`config.mk`:
```
export PLATFORM = sky130hd
export DESIGN_NAME = alu_sequencer
export DESIGN_NICKNAME = d
export VERILOG_FILES = /design/src/rtl/alu_sequencer.sv
export SDC_FILE = /design/constraint.sdc
export NUM_CORES = 1
export LEC_CHECK = 0
export ABC_CLOCK_PERIOD_IN_PS = 3600
export CAP_MARGIN = 20
export CORE_MARGIN = 2
export CORE_UTILIZATION = 49
export CTS_CLUSTER_DIAMETER = 30
export CTS_CLUSTER_SIZE = 14
export DETAILED_ROUTE_END_ITERATION = 7
export GPL_TIMING_DRIVEN = 0
export PLACE_DENSITY_LB_ADDON = 0.2
export SYNTH_ARGS = -nofsm -noshare
export SYNTH_HDL_FRONTEND = slang
export SYNTH_SLANG_ARGS = --single-unit
```
`constraint.sdc`:
```
create_clock -name clk -period 3.6 [get_ports clk]
set_input_delay 0.72 -clock clk [delete_from_list [all_inputs] [get_ports clk]]
set_output_delay 0.72 -clock clk [all_outputs]
set_load 0.03 [all_outputs]
```
`src/rtl/alu_sequencer.sv`:
```
// alu_sequencer: steps commands through an external combinational ALU.
// Opcodes 0-6 go to the ALU unchanged in a single EXEC cycle. Opcode 7
// (SUB, A-B) runs as two ALU passes: NEG computes -B into T, then ADD
// computes A+T. The result and flags are held until the consumer takes them.
module alu_sequencer #(
  parameter int W = 16
) (
  input  logic         clk,
  input  logic         rst_n,
  input  logic         cmd_valid,
  output logic         cmd_ready,
  input  logic [2:0]   cmd_op,
  input  logic [W-1:0] cmd_a,
  input  logic [W-1:0] cmd_b,
  input  logic         cmd_cin,
  output logic [2:0]   alu_opc,
  output logic [W-1:0] alu_a,
  output logic [W-1:0] alu_b,
  output logic         alu_c,
  input  logic [W-1:0] alu_w,
  input  logic         alu_zer,
  input  logic         alu_neg,
  output logic         rsp_valid,
  input  logic         rsp_ready,
  output logic [W-1:0] rsp_w,
  output logic         rsp_zer,
  output logic         rsp_neg
);

  localparam logic [2:0] OPC_NEG = 3'b000;
  localparam logic [2:0] OPC_ADD = 3'b010;
  localparam logic [2:0] OPC_NOP = 3'b111;
  localparam logic [2:0] OP_SUB  = 3'd7;

  typedef enum logic [2:0] {
    S_IDLE,
    S_EXEC,
    S_NEG,
    S_ADD,
    S_RESP
  } state_e;

  state_e         state_q, state_d;
  logic [2:0]     op_q;
  logic [W-1:0]   a_q, b_q, t_q;
  logic           cin_q;
  logic [W-1:0]   rsp_w_q;
  logic           rsp_zer_q, rsp_neg_q;
  logic           accept;

  assign cmd_ready = (state_q == S_IDLE);
  assign accept    = cmd_valid && cmd_ready;
  assign rsp_valid = (state_q == S_RESP);
  assign rsp_w     = rsp_w_q;
  assign rsp_zer   = rsp_zer_q;
  assign rsp_neg   = rsp_neg_q;

  // State register; reset lands in IDLE immediately, abandoning any operation.
  always_ff @(posedge clk or negedge rst_n) begin
    if (!rst_n) begin
      state_q <= S_IDLE;
    end else begin
      // NOTE: non-blocking assignments for all clocked state so every
      // register samples the pre-edge values regardless of block order.
      state_q <= state_d;
    end
  end

  // Next-state logic and ALU drive, both decoded from the current state.
  always_comb begin
    // NOTE: every output of this block gets a default first, so no path
    // leaves a signal unassigned and no latch is inferred.
    state_d = state_q;
    alu_opc = OPC_NOP;
    alu_a   = '0;
    alu_b   = '0;
    alu_c   = 1'b0;
    unique case (state_q)
      S_IDLE: begin
        if (accept) state_d = (cmd_op == OP_SUB) ? S_NEG : S_EXEC;
      end
      S_EXEC: begin
        alu_opc = op_q;
        alu_a   = a_q;
        alu_b   = b_q;
        alu_c   = cin_q;
        state_d = S_RESP;
      end
      S_NEG: begin
        alu_opc = OPC_NEG;
        alu_a   = b_q;
        state_d = S_ADD;
      end
      S_ADD: begin
        alu_opc = OPC_ADD;
        alu_a   = a_q;
        alu_b   = t_q;
        state_d = S_RESP;
      end
      S_RESP: begin
        if (rsp_ready) state_d = S_IDLE;
      end
      default: state_d = S_IDLE;
    endcase
  end

  // Datapath: capture the command on accept, -B in NEG, result in EXEC/ADD.
  always_ff @(posedge clk or negedge rst_n) begin
    if (!rst_n) begin
      // NOTE: the operand registers are reset too; they are few flops and
      // this keeps the ALU drive and response fully defined out of reset.
      op_q      <= OPC_NOP;
      a_q       <= '0;
      b_q       <= '0;
      cin_q     <= 1'b0;
      t_q       <= '0;
      rsp_w_q   <= '0;
      rsp_zer_q <= 1'b0;
      rsp_neg_q <= 1'b0;
    end else begin
      if (accept) begin
        op_q  <= cmd_op;
        a_q   <= cmd_a;
        b_q   <= cmd_b;
        cin_q <= cmd_cin;
      end
      if (state_q == S_NEG) t_q <= alu_w;
      if (state_q == S_EXEC || state_q == S_ADD) begin
        rsp_w_q   <= alu_w;
        rsp_zer_q <= alu_zer;
        rsp_neg_q <= alu_neg;
      end
    end
  end

endmodule

```
==> metrics.md <==
| Metric | Value |
|---|---|
| Clock tree buffer depth | `2` |
| Total clock sinks | `between 70 and 80` |
| Fin Hold WS | `around 0.17 ns` |
| Initial core utilization | `0.509` |
| CP Capture Type | `primary output` |
| Pins over their slew limit | `0` |
| CTS H-tree depth | `3` |
| Post-Syn Nets | `between 200 and 300` |
| CP Launch Type | `flip-flop` |
| Row count | `29` |
| Routed via count | `between 2000 and 2500` |
| Root Buffer | `clkbuf_8` |
| Antenna-violating nets left | `0` |
| P per Cell Area | `~930 nW/µm²` |
| Sequential element share of the synthesized area | `0.563` |
| Leak pwr | `about 0.002 µW` |
| Critical Path RT | `roughly 2.9 ns` |
| Die width | `85.4 µm` |
| Largest net degree at the start of global routing | `between 70 and 80` |
| Tot Pwr | `around 4400 µW` |
| Most frequent cells in the layout | `clkdlybuf4s50_1, dfrtp_1, mux2_2` |
| Placed inst area | `around 4500 µm²` |
| Post_cts resized | `0` |
| Share of cells above drive strength 1 | `0.287` |
| Final-layout fill cell count | `between 400 and 500` |
| GR Util All Layers | `0.221` |
| Postcts setup bufs | `0` |
| Cells after Synth | `229` |
| Design area | `about 4700 µm²` |
| Placeable Area | `6390 µm²` |
| Most common cell after layout, fill and taps aside | `clkdlybuf4s50_1` |
| Setup repair after global routing missed its margin | `no` |
| Routed WL | `7830 µm` |
| Synthesized area | `around 3200 µm²` |
| Gpl congestion | `between 0.7 and 0.8` |
| Vias in the first global route | `roughly 2500` |
| Status | `complete, no violations` |
| CTS tree | `built` |
| Final period utilization | `0.929` |
| Die height | `between 80 and 90 µm` |
| Hold buffer count at CTS | `0` |
| Avg Cell Area, Syn | `about 14 µm²` |
| Netlist cell types | `22` |
| Hold Path Class | `in2async` |
| Max VDD drop | `between 0.5 and 0.6 mV` |
| Finish-stage setup viols | `0` |
| Routed WL per cell | `roughly 18 µm` |
| CP Class | `reg2out` |
| Via density | `5.30` |
| P&R area growth vs syn | `46.1%` |
| Die ar. | `roughly 7300 µm²` |
| Nets | `412` |
| Initial antenna violation count | `0` |
| Clock Latency Late Sink | `roughly 0.34 ns` |
| Multi-input combinational cell area | `around 1300 µm²` |
| Skew final | `between 0.01 and 0.015 ns` |
| First-pass GRT wire length | `about 12000 µm` |
| Final min period | `3.34 ns` |
| CTS buffer count | `9` |
| Max Clk Rate | `approximately 300 MHz` |
| ANT cells | `0` |
| Final hold violation count | `0` |
| # DRC | `0` |
| Drt pass-1 iters | `6` |
| Reg clk slew, reported paths | `roughly 0.080 ns` |
| Critical Path AT | `roughly 2.6 ns` |
| CP Max Fanout | `10` |
| GR Overflow Total | `0` |
| Number of synthesized register bits | `73` |
| Register area | `approximately 1800 µm²` |
| Slew @ Worst Pin | `0.751 ns` |
| IO Port Bufs | `approximately 110` |
| Maxcap violations | `0` |
| Initial DRC count | `between 90 and 100` |
| Slew HR | `0.497` |
| DP HPWL | `~5400 µm` |
| Num ports | `approximately 110` |
| Syn. warnings | `0` |
==> through the flow <==
stage          utilization  cells  setup TNS (ns)  setup WS [ns]
6_report             0.743    436               0          0.256
5_1_grt              0.743    436               0         0.0513
4_1_cts              0.743    436               0          0.233
3_5_place_dp         0.705    420               0          0.608
3_3_place_gp         0.701    419          -53.26         -0.765
2_1_floorplan            -    229               0           1.13
==> per-layer routing <==
layer	wire, µm	up-vias	share of wire	global-route usage
met5	0	-	0	0
met4	64	0	0.0082	0.0736
met3	448	7	0.057	0.0574
met2	3860	65	0.49	0.352
met1	3460	1165	0.44	0.297
li1	-	1073	-	-
==> state kept, by name (all words and copies together) (netlist names) <==
name / flops
a_q: 16
b_q: 16
cin_q: 1
op_q: 3
rsp_neg: 1
rsp_w: 16
rsp_zer: 1
state_q: 3
t_q: 16
==> cell usage after synthesis <==
| cell type | number | area, µm² |
|---|---|---|
| nand2b_1 | 1 | 6.26 |
| dfrtp_1 | 70 | 1750 |
| buf_2 | 11 | 55.1 |
| mux2_2 | 66 | 743 |
| a41oi_1 | 1 | 8.76 |
| inv_1 | 1 | 3.75 |
| mux2i_1 | 16 | 160 |
| nor4b_4 | 1 | 23.8 |
| nor4_1 | 1 | 6.26 |
| nor2b_1 | 4 | 25.0 |
| a22o_1 | 16 | 140 |
| buf_6 | 4 | 45.0 |
| and4b_1 | 1 | 10.0 |
| nor3b_2 | 1 | 12.5 |
| a21o_1 | 1 | 7.51 |
| dfstp_2 | 3 | 78.8 |
| nor2_1 | 17 | 63.8 |
| nor3b_1 | 3 | 22.5 |
| clkbuf_1 | 2 | 7.51 |
| o21bai_1 | 3 | 22.5 |
| mux2_1 | 4 | 45.0 |
| nor3_1 | 2 | 10.0 |
==> final cells by class <==
class | count | share of cell area
sequential | 73 | 0.386
tap | 77 | 0.0203
timing repair buffer | 114 | 0.244
multi-input combinational | 138 | 0.276
clock inverter | 5 | 0.0216
inverter | 1 | 0.000791
clock buffer | 11 | 0.0298
buffer | 17 | 0.0227
==> kinds of logic (layout without fill, tap and decap cells) <==
group                  count (synthesis)  after routing  share of synthesized area
multiplexers                          86             86                      0.292
AND/OR/NAND/NOR                       31             31                     0.0554
AO/OA/AOI/OAI                         21             21                     0.0551
flip-flops                            73             73                      0.563
buffers and inverters                 18            148                     0.0343
==> report_power, final <==
part           internal, µW  total, µW  switching, µW  leakage, µW
Clock                   479        788            310     0.000120
Sequential             1250       1480            237     0.000861
Combinational          1070       2150           1080     0.000971
==> worst max-delay path, stage by stage, from the launching register on <==
cell and delay, ns:
dfrtp_1 0.42, buf_2 0.20, nor3b_2 0.32, clkbuf_1 0.45
a22o_1 0.20, clkdlybuf4s50_1 0.69
==> worst paths after layout <==
check | to | from | slack (ns) | cells after the start
max in group asynchronous | op_q[0] | rst_n | 2.87 | 2
worst min register to register | a_q[12] | a_q[12] | 0.50 | 1
worst min-delay path | rsp_w[2] | rst_n | 0.17 | 1
min in group clk | a_q[12] | a_q[12] | 0.50 | 1
worst max-delay path | alu_a[0] | state_q[0] | 0.26 | 5
worst max register to register | b_q[4] | state_q[1] | 1.64 | 4
No activity file was read; power rests on OpenSTA's default activity.
